$ cat src/rtl/uart_rx_unit.sv
// uart_rx_unit
//   Serial receive front end: deframes asynchronous 8N1 data from UART_RX
//   into bytes for the CPU peripheral bus. Uses 16x oversampling with a
//   3-sample majority vote at phases 7/8/9 of each bit. Each byte is presented
//   through a one-entry holding register with a valid/ready handshake.
//
//   Optional feature macro: UART_RX_PARITY_EN
//     When defined, one even-parity bit is expected between the data bits and
//     the stop bit, and the rx_parity_err port exists.
//
// Ports:
//   clk           in   core clock, rising edge
//   reset         in   synchronous active-high reset
//   UART_RX       in   asynchronous serial line, idles high
//   rx_data       out  [7:0] holding-register byte
//   rx_valid      out  holding register full
//   rx_ready      in   consumer accepts the byte when rx_valid is also high
//   rx_overrun    out  sticky: a completed byte was dropped
//   rx_frame_err  out  one-cycle pulse: stop bit sampled low
//   rx_parity_err out  one-cycle pulse: parity mismatch (parity build only)
//   rx_busy       out  receiving a frame (not in IDLE/ARM)

module uart_rx_unit #(
  parameter int unsigned CLK_FREQ   = 50000000,
  parameter int unsigned BAUD       = 9600,
  parameter int unsigned OVERSAMPLE = 16
) (
  input  logic       clk,
  input  logic       reset,
  input  logic       UART_RX,
  output logic [7:0] rx_data,
  output logic       rx_valid,
  input  logic       rx_ready,
  output logic       rx_overrun,
  output logic       rx_frame_err,
`ifdef UART_RX_PARITY_EN
  output logic       rx_parity_err,
`endif
  output logic       rx_busy
);

  localparam int unsigned TICK_DIV = CLK_FREQ / (BAUD * OVERSAMPLE);
  localparam int unsigned TICK_W   = (TICK_DIV > 1) ? $clog2(TICK_DIV) : 1;
  localparam logic [TICK_W-1:0] TICK_LAST = TICK_W'(TICK_DIV - 1);

  typedef enum logic [2:0] {
    ST_ARM,
    ST_IDLE,
    ST_START,
    ST_DATA,
`ifdef UART_RX_PARITY_EN
    ST_PARITY,
`endif
    ST_STOP
  } state_t;

  state_t state, state_next;

  logic              rx_s1, rx_s2, rx_d;
  logic [TICK_W-1:0] tick_cnt;
  logic              tick;
  logic [3:0]        phase;
  logic              samp7, samp8;
  logic              maj;
  logic              decide;
  logic              fall;
  logic [2:0]        bit_idx;
  logic [7:0]        shift;
  logic              keep_byte;

  logic start_edge, clr_phase, shift_en, load_byte, set_overrun, frame_err_set;
`ifdef UART_RX_PARITY_EN
  logic par_bad, par_capture, par_err_set;
`endif

  assign tick   = (tick_cnt == TICK_LAST);
  assign fall   = rx_d & ~rx_s2;
  assign decide = tick && (phase == 4'd9);
  // Third vote is the live sample taken on the phase-9 tick itself.
  assign maj    = (samp7 & samp8) | (samp7 & rx_s2) | (samp8 & rx_s2);
  assign rx_busy = (state != ST_ARM) && (state != ST_IDLE);

`ifdef UART_RX_PARITY_EN
  assign keep_byte = ~par_bad;
`else
  assign keep_byte = 1'b1;
`endif

  // Synchronizer and edge register
  always_ff @(posedge clk) begin
    if (reset) begin
      rx_s1 <= 1'b1;
      rx_s2 <= 1'b1;
      rx_d  <= 1'b1;
    end else begin
      rx_s1 <= UART_RX;
      rx_s2 <= rx_s1;
      rx_d  <= rx_s2;
    end
  end

  // Tick generator, realigned to the start edge
  always_ff @(posedge clk) begin
    if (reset || start_edge || tick) tick_cnt <= '0;
    else                             tick_cnt <= tick_cnt + 1'b1;
  end

  // Bit phase; in ARM it doubles as the count of consecutive high ticks
  always_ff @(posedge clk) begin
    if (reset || clr_phase) phase <= '0;
    else if (tick)          phase <= phase + 4'd1;
  end

  always_ff @(posedge clk) begin
    if (reset) begin
      samp7 <= 1'b1;
      samp8 <= 1'b1;
    end else if (tick) begin
      if (phase == 4'd7) samp7 <= rx_s2;
      if (phase == 4'd8) samp8 <= rx_s2;
    end
  end

  always_ff @(posedge clk) begin
    if (reset || start_edge) bit_idx <= '0;
    else if (shift_en)       bit_idx <= bit_idx + 3'd1;
  end

  always_ff @(posedge clk) begin
    if (reset)         shift <= '0;
    else if (shift_en) shift <= {maj, shift[7:1]};
  end

`ifdef UART_RX_PARITY_EN
  always_ff @(posedge clk) begin
    if (reset || start_edge) par_bad <= 1'b0;
    else if (par_capture)    par_bad <= (^shift) ^ maj;
  end

  always_ff @(posedge clk) begin
    if (reset) rx_parity_err <= 1'b0;
    else       rx_parity_err <= par_err_set;
  end
`endif

  // Holding register and status flags
  always_ff @(posedge clk) begin
    if (reset) begin
      rx_data      <= '0;
      rx_valid     <= 1'b0;
      rx_overrun   <= 1'b0;
      rx_frame_err <= 1'b0;
    end else begin
      rx_frame_err <= frame_err_set;
      if (load_byte) begin
        rx_data  <= shift;
        rx_valid <= 1'b1;
      end else if (rx_valid && rx_ready) begin
        rx_valid <= 1'b0;
      end
      if (set_overrun)                rx_overrun <= 1'b1;
      else if (rx_valid && rx_ready)  rx_overrun <= 1'b0;
    end
  end

  always_ff @(posedge clk) begin
    if (reset) state <= ST_ARM;
    else       state <= state_next;
  end

  always_comb begin
    state_next    = state;
    start_edge    = 1'b0;
    clr_phase     = 1'b0;
    shift_en      = 1'b0;
    load_byte     = 1'b0;
    set_overrun   = 1'b0;
    frame_err_set = 1'b0;
`ifdef UART_RX_PARITY_EN
    par_capture   = 1'b0;
    par_err_set   = 1'b0;
`endif
    unique case (state)
      ST_ARM: begin
        if (!rx_s2)                         clr_phase  = 1'b1;
        else if (tick && phase == 4'd15)    state_next = ST_IDLE;
      end
      ST_IDLE: begin
        if (fall) begin
          start_edge = 1'b1;
          clr_phase  = 1'b1;
          state_next = ST_START;
        end
      end
      ST_START: begin
        if (decide) begin
          if (maj) begin
            clr_phase  = 1'b1;
            state_next = ST_ARM;
          end else begin
            state_next = ST_DATA;
          end
        end
      end
      ST_DATA: begin
        if (decide) begin
          shift_en = 1'b1;
          if (bit_idx == 3'd7) begin
`ifdef UART_RX_PARITY_EN
            state_next = ST_PARITY;
`else
            state_next = ST_STOP;
`endif
          end
        end
      end
`ifdef UART_RX_PARITY_EN
      ST_PARITY: begin
        if (decide) begin
          par_capture = 1'b1;
          state_next  = ST_STOP;
        end
      end
`endif
      ST_STOP: begin
        if (decide) begin
`ifdef UART_RX_PARITY_EN
          par_err_set = par_bad;
`endif
          if (maj) begin
            state_next = ST_IDLE;
            if (keep_byte) begin
              // A transfer in this same cycle frees the register for the new byte.
              if (!rx_valid || rx_ready) load_byte   = 1'b1;
              else                       set_overrun = 1'b1;
            end
          end else begin
            frame_err_set = 1'b1;
            clr_phase     = 1'b1;
            state_next    = ST_ARM;
          end
        end
      end
      default: state_next = ST_ARM;
    endcase
  end

endmodule

$ cat config.mk
export PLATFORM = sky130hd
export DESIGN_NAME = uart_rx_unit
export DESIGN_NICKNAME = d
export VERILOG_FILES = /design/src/rtl/uart_rx_unit.sv
export SDC_FILE = /design/constraint.sdc
export NUM_CORES = 1
export LEC_CHECK = 0
export BUFFER_PORTS_ARGS = -buffer_cell sky130_fd_sc_hd__buf_2
export CAP_MARGIN = 10
export CORE_ASPECT_RATIO = 0.6
export CORE_MARGIN = 4
export CORE_UTILIZATION = 25
export CTS_CLUSTER_DIAMETER = 50
export DETAILED_ROUTE_END_ITERATION = 16
export SETUP_SLACK_MARGIN = 0.2
export SLEW_MARGIN = 0
export SYNTH_ARGS = -nofsm -noshare
export SYNTH_HDL_FRONTEND = slang
export SYNTH_SLANG_ARGS = --single-unit
$ cat constraint.sdc
create_clock -name clk -period 2.35 [get_ports clk]
set_clock_uncertainty 0.15 [all_clocks]
set_input_delay 0.235 -clock clk [delete_from_list [all_inputs] [get_ports clk]]
set_output_delay 0.235 -clock clk [all_outputs]
set_load 0.02 [all_outputs]
==> flow_summary.toml, run 1 <==
[yosys]
synth_simple_gate_area_frac = 0.2421
ys_ff_latch = 43
synth_edf_count = 0
syn_avg_cell_area_um2 = 9.123
synth_nets = 224
synthCells = 213
synthTopCellsByCount = "dfxtp_1, nor2_1, a21oi_1, mux2i_1, o21ai_0"
synth-warning-count = 0
yosysTopAreaCellShare = 0.4430
synth_area_um2 = 1943
synth_compound_area_frac = 0.1050
yosysUniqueCellTypes = 39
synth_fa_ha_area_frac = 0.05023
yosysMostFrequentCell = "dfxtp_1"
yosys.area.top_type = "dfxtp_1"
ys_seq_area_frac = 0.4430
async_flop_share = 0
synth_area_leaders = "dfxtp_1, mux2i_1, nor2_1, ha_1, a21oi_1"
synth_xor_area_frac = 0.04958
synth_flop_cell = "dfxtp_1"
synthMuxAreaShare = 0.07212
synth_top_family_by_area = "simple AND/OR/NAND/NOR gates"

[final_layout]
drive_gt1_frac = 0.1631
diodes = 0
nNetsFinal = 243
regArea_um2 = 860.8
finalInstanceArea_um2 = 2311
multiInputGateArea_um2 = 1008
area_delta_synth_final_pct = 18.93
nFillCells = 780

[timing]
tightest_slew_ns = 0.5390
finalMaxSlewViolations = 0
rsz0062_at_grt = "false"
setup_viol = 0
slew_headroom = 0.6407
finalHoldViolations = 0
setup_tns_ns = 0
fin_crit_sh = 0.8757
clock.fmax_mhz = 485.9
period_needed_ns = 2.058

[critical_path]
cpLargestDelayFamily = "simple AND/OR/NAND/NOR gates"
arrival_ns = 2.06
max_stage_delay_ns = 0.54
crit_path_end_kind = "register"
path_max_fanout = 12
worstSetupStartpointType = "register"
cp.required_ns = 2.35
rr_endpoint = "shift[3]$_SDFFE_PP0P_"
critPathKind = "register to register"
cpMaxStageDelayCell = "or4b_4"
crit_path_start = "tick_cnt[2]$_SDFF_PP0_"
timing.rr.start = "tick_cnt[2]$_SDFF_PP0_"
path_buf_inv = 1
worstPathCellList = "or4b_4 -> nor4_4 -> buf_4 -> mux2i_1 -> nor2_1"
r2r_slack_ns = 0.29
rr_worst_depth = 5

[floorplan]
dieArea_um2 = 9293
die_w_um = 121.8
dieHeight_um = 76.29
start_util = 0.2620
row_count = 24
boundaryPins = 16
fp.coreArea_um2 = 7417

[detailed_routing]
totalWireLength_um = 4105
vias_per_cell = 4.531
vias = 1527
drcViolationCount = 0
drtIter0Drc = 109
firstDrtPassIters = 4
wire_per_inst_um = 12.18
ant_nets = 0

[grt]
track_usage = 0.09394
grt-ovfl-total = 0
grt_start_max_net_pins = 31
grt_pass1_vias = 1381
grt_first_pass_wirelength_um = 7182
grt_antenna_before_repair = 0

[cts]
cts.repair.resized = 0
cts_tree = "done"
cts_root_buffer = "clkbuf_16"
clock_latency_ns = 0.28
clk_path_buf_depth = 2
post_cts_buffers = 0
cts_buffers = 5
clk_pin_slew_ns = 0.07
numClockSinks = 43
ctsHtreeMaxLevel = 2

[power_and_ir_drop]
p_seq_frac = 0.499
switching_share = 0.2234
peakVddDrop_mv = 0.2841
pwr_density_cell_nw_per_um2 = 642.7
p_leak_nw = 0.8593
pwr-share-comb = 0.033
internal-power_mw = 1.153
switching_power_uw = 331.8
pwr-share-clk = 0.468

[hold_path]
hold_depth = 1
hp-start = "rx_s1$_SDFF_PP1_"
hold_end = "rx_s2$_SDFF_PP1_"
hold_path.class = "register to register"

[placed_design]
dp_hpwl_um = 2919
postPlaceCellArea_um2 = 2142
place.gp.congestion = 0.7227
portBuffers = 15

[status]
outcome = "finished, final reports clean"

[job]
cap_violations = 0
-- registers in the layout (all words and copies together), names as in the netlist --
name	count
samp8	1
phase	4
shift	8
bit_idx	3
samp7	1
rx_overrun	1
tick_cnt	9
rx_frame_err	1
rx_s2	1
state	3
rx_valid	1
rx_s1	1
rx_d	1
rx_data	8
-- power groups by stage --
| stage | registers, mW | logic, mW | clock network [mW] |
|---|---|---|---|
| floorplan | 0.757 | 0.0314 | 0 |
| global placement | 0.758 | 0.0460 | 0 |
| detailed placement | 0.758 | 0.0467 | 0 |
| CTS | 0.741 | 0.0492 | 0.711 |
| global route | 0.742 | 0.0558 | 0.751 |
| finish | 0.742 | 0.0493 | 0.694 |
-- through the flow --
stage | hold slack (ns) | setup WS, ns | power (mW) | utilization | cells
global placement | 0.2470 | 0.3591 | 0.8036 | 0.2888 | 327
global route | 0.2811 | 0.2053 | 1.548 | 0.3116 | 337
CTS | 0.2608 | 0.3097 | 1.501 | 0.3116 | 337
finish | 0.2578 | 0.2921 | 1.485 | 0.3116 | 337
floorplan | 0.1855 | 0.3913 | 0.7882 | - | 213
detailed placement | 0.2452 | 0.3300 | 0.8045 | 0.2888 | 327
-- layout make-up --
class | count | share of cell area
clock buffers | 5 | 0.05414
repair buffers | 23 | 0.06064
flip-flops and latches | 43 | 0.3725
multi-input cells | 153 | 0.4364
clock inverters | 3 | 0.01029
inverters | 6 | 0.009746
well taps | 104 | 0.05631
-- worst max path at each step --
stage,endpoint,slack [ns],cells after the start
after floorplan,shift[1]$_SDFFE_PP0P_,0.39,5
after global placement,shift[6]$_SDFFE_PP0P_,0.36,5
after detailed placement,shift[3]$_SDFFE_PP0P_,0.33,5
after CTS,shift[3]$_SDFFE_PP0P_,0.31,5
after global routing,shift[7]$_SDFFE_PP0P_,0.21,5
final,shift[3]$_SDFFE_PP0P_,0.29,5
-- repair_timing --
action | CTS | global route
endpoints found under the setup margin | 0 | 0
hold buffers | 2 | 0
hold endpoints to repair | 2 | 0
-- kinds of logic (layout without fill, tap and decap cells) --
| group | Yosys count | after routing |
|---|---|---|
| and+or+nand+nor | 85 | 85 |
| DFF | 43 | 43 |
| AOI/OAI and AO/OA | 35 | 35 |
| buffers and inverters | 17 | 37 |
| muxes | 14 | 14 |
| xor gates and xnor gates | 11 | 11 |
| adders and majority gates | 8 | 8 |
-- per-layer routing --
layer  global-route usage  share of wire
met1               0.1547           0.58
met2               0.1145           0.36
met3              0.02745          0.055
met4              0.02013         0.0066
met5                    0              0
-- layout by cell type, fill, tap and decap left out, types with 7 or more instances in the layout --
master	instances
nand3_1	7
buf_2	15
nor2_1	32
ha_1	7
dfxtp_1	43
o21ai_0	11
mux2i_1	14
a21oi_1	14
nand4_1	10
xnor2_1	8
No activity file was read; power rests on OpenSTA's default activity.
==> run 2: changes to the inputs <==
--- a/config.mk
+++ b/config.mk
@@ -12,6 +12,7 @@
 export CORE_UTILIZATION = 25
 export CTS_CLUSTER_DIAMETER = 50
 export DETAILED_ROUTE_END_ITERATION = 16
+export RECOVER_POWER = 100
 export SETUP_SLACK_MARGIN = 0.2
 export SLEW_MARGIN = 0
 export SYNTH_ARGS = -nofsm -noshare
==> run 2 against run 1 <==
Combinational power is 2% lower. Sequential cell count unchanged. Wire length increased by 0.34%. Register-to-register slack got worse by 0.03 ns. Critical path type unchanged. Non-clock buffer count is the same. Final area is 0.87% lower.
==> flow_summary.toml, run 2 (synthesis gave the netlist of run 1 again) <==
[critical_path]
cpLargestDelayFamily = "simple AND/OR/NAND/NOR gates"
path_buf_inv = 1
critPathKind = "register to register"
worstPathCellList = "or4b_4 -> nor4_4 -> buf_4 -> mux2i_1 -> nor2_1"
crit_path_end_kind = "register"
max_stage_delay_ns = 0.54
path_max_fanout = 12
worstSetupStartpointType = "register"
cpMaxStageDelayCell = "or4b_4"
cp.required_ns = 2.32
arrival_ns = 2.06

[placed_design]
dp_hpwl_um = 2919
place.gp.congestion = 0.7227
pre_cts_slack_ns = 0.3300
portBuffers = 15

[power_and_ir_drop]
pwr-share-clk = 0.468
pwr_density_cell_nw_per_um2 = 648.4
p_seq_frac = 0.499
peakVddDrop_mv = 0.2844
total_power_mw = 1.485
switching_share = 0.2242
p_leak_nw = 0.7999
internal-power_mw = 1.152
switching_power_uw = 333.0
pwr-share-comb = 0.032

[detailed_routing]
vias_per_cell = 4.516
wire_per_inst_um = 12.22
drtIter0Drc = 136
vias = 1522
totalWireLength_um = 4119
drcViolationCount = 0
ant_nets = 0
firstDrtPassIters = 4

[final_layout]
layout_common_cells = "dfxtp_1, nor2_1, a21oi_1, mux2i_1, clkbuf_1"
diodes = 0
drive_gt1_frac = 0.1030
top_register = "tick_cnt"
nNetsFinal = 243
area_delta_synth_final_pct = 17.90
final_util = 0.3089
final_common_cell = "dfxtp_1"
top_regs = "tick_cnt x9, rx_data x8, shift x8"
largest_reg_flops = 9
nFillCells = 793

[floorplan]
start_util = 0.2620
dieArea_um2 = 9293
fp.coreArea_um2 = 7417
die_w_um = 121.8
row_count = 24
dieHeight_um = 76.29
boundaryPins = 16

[timing]
setup_viol = 0
clock.fmax_mhz = 478.2
slew_headroom = 0.1412
setup_tns_ns = 0
period_needed_ns = 2.091
finalMaxSlewViolations = 0
rsz0062_at_grt = "false"
tightest_slew_ns = 1.288
fin_crit_sh = 0.8899
fin_ws_ns = 0.2588
finalHoldViolations = 0

[cts]
clk_path_buf_depth = 2
cts_root_buffer = "clkbuf_16"
post_cts_buffers = 0
numClockSinks = 43
ctsHtreeMaxLevel = 2
cts_tree = "done"
clock_latency_ns = 0.28
cts_buffers = 5
clk_pin_slew_ns = 0.07
cts.repair.resized = 0
ctsHoldBuffers = 2

[grt]
grt_first_pass_wirelength_um = 7182
grt_antenna_before_repair = 0
grt_start_max_net_pins = 31
grt_pass1_vias = 1381
grt-ovfl-total = 0
track_usage = 0.09394

[job]
cap_violations = 0

[status]
outcome = "finished, final reports clean"

[hold_path]
hold_path.class = "register to register"
run 2: worst paths after layout:
check,cells after the start,slack (ns),start,end
worst max-delay path,5,0.26,tick_cnt[2]$_SDFF_PP0_,shift[3]$_SDFFE_PP0P_
worst min-delay path,1,0.26,rx_s1$_SDFF_PP1_,rx_s2$_SDFF_PP1_
worst max register to register,5,0.26,tick_cnt[2]$_SDFF_PP0_,shift[3]$_SDFFE_PP0P_
worst min register to register,1,0.26,rx_s1$_SDFF_PP1_,rx_s2$_SDFF_PP1_
run 2: per-layer routing:
metal  vias to the layer above  routed length [um]  global-route usage
li1                        782                   -                   -
met4                         0                  27             0.02013
met2                        35                1479              0.1145
met3                         2                 199             0.02745
met1                       703                2412              0.1547
met5                         -                   0                   0
run 2: power by group through the flow:
stage	sequential (mW)	combinational, mW	clock (mW)
floorplan	0.757	0.0314	0
global placement	0.758	0.0460	0
detailed placement	0.758	0.0467	0
CTS	0.741	0.0492	0.711
global route	0.742	0.0546	0.751
finish	0.742	0.0481	0.696
run 2: layout make-up:
class,instances,area [um^2],share of cell area
Clock inverter,3,23.77,0.01038
Tap cell,104,130.1,0.05680
Sequential cell,43,860.8,0.3758
Inverter,6,22.52,0.009831
Clock buffer,5,125.1,0.05461
Multi-Input combinational cell,153,1008,0.4402
Timing Repair Buffer,23,120.1,0.05243
run 2: through the flow:
step           instance area (um^2)  hold WS, ns  std cells
5_1_grt                        2291       0.2811        337
4_1_cts                        2311       0.2608        337
2_1_floorplan                  1943       0.1855        213
3_5_place_dp                   2142       0.2452        327
6_report                       2291       0.2580        337
3_3_place_gp                   2142       0.2470        327
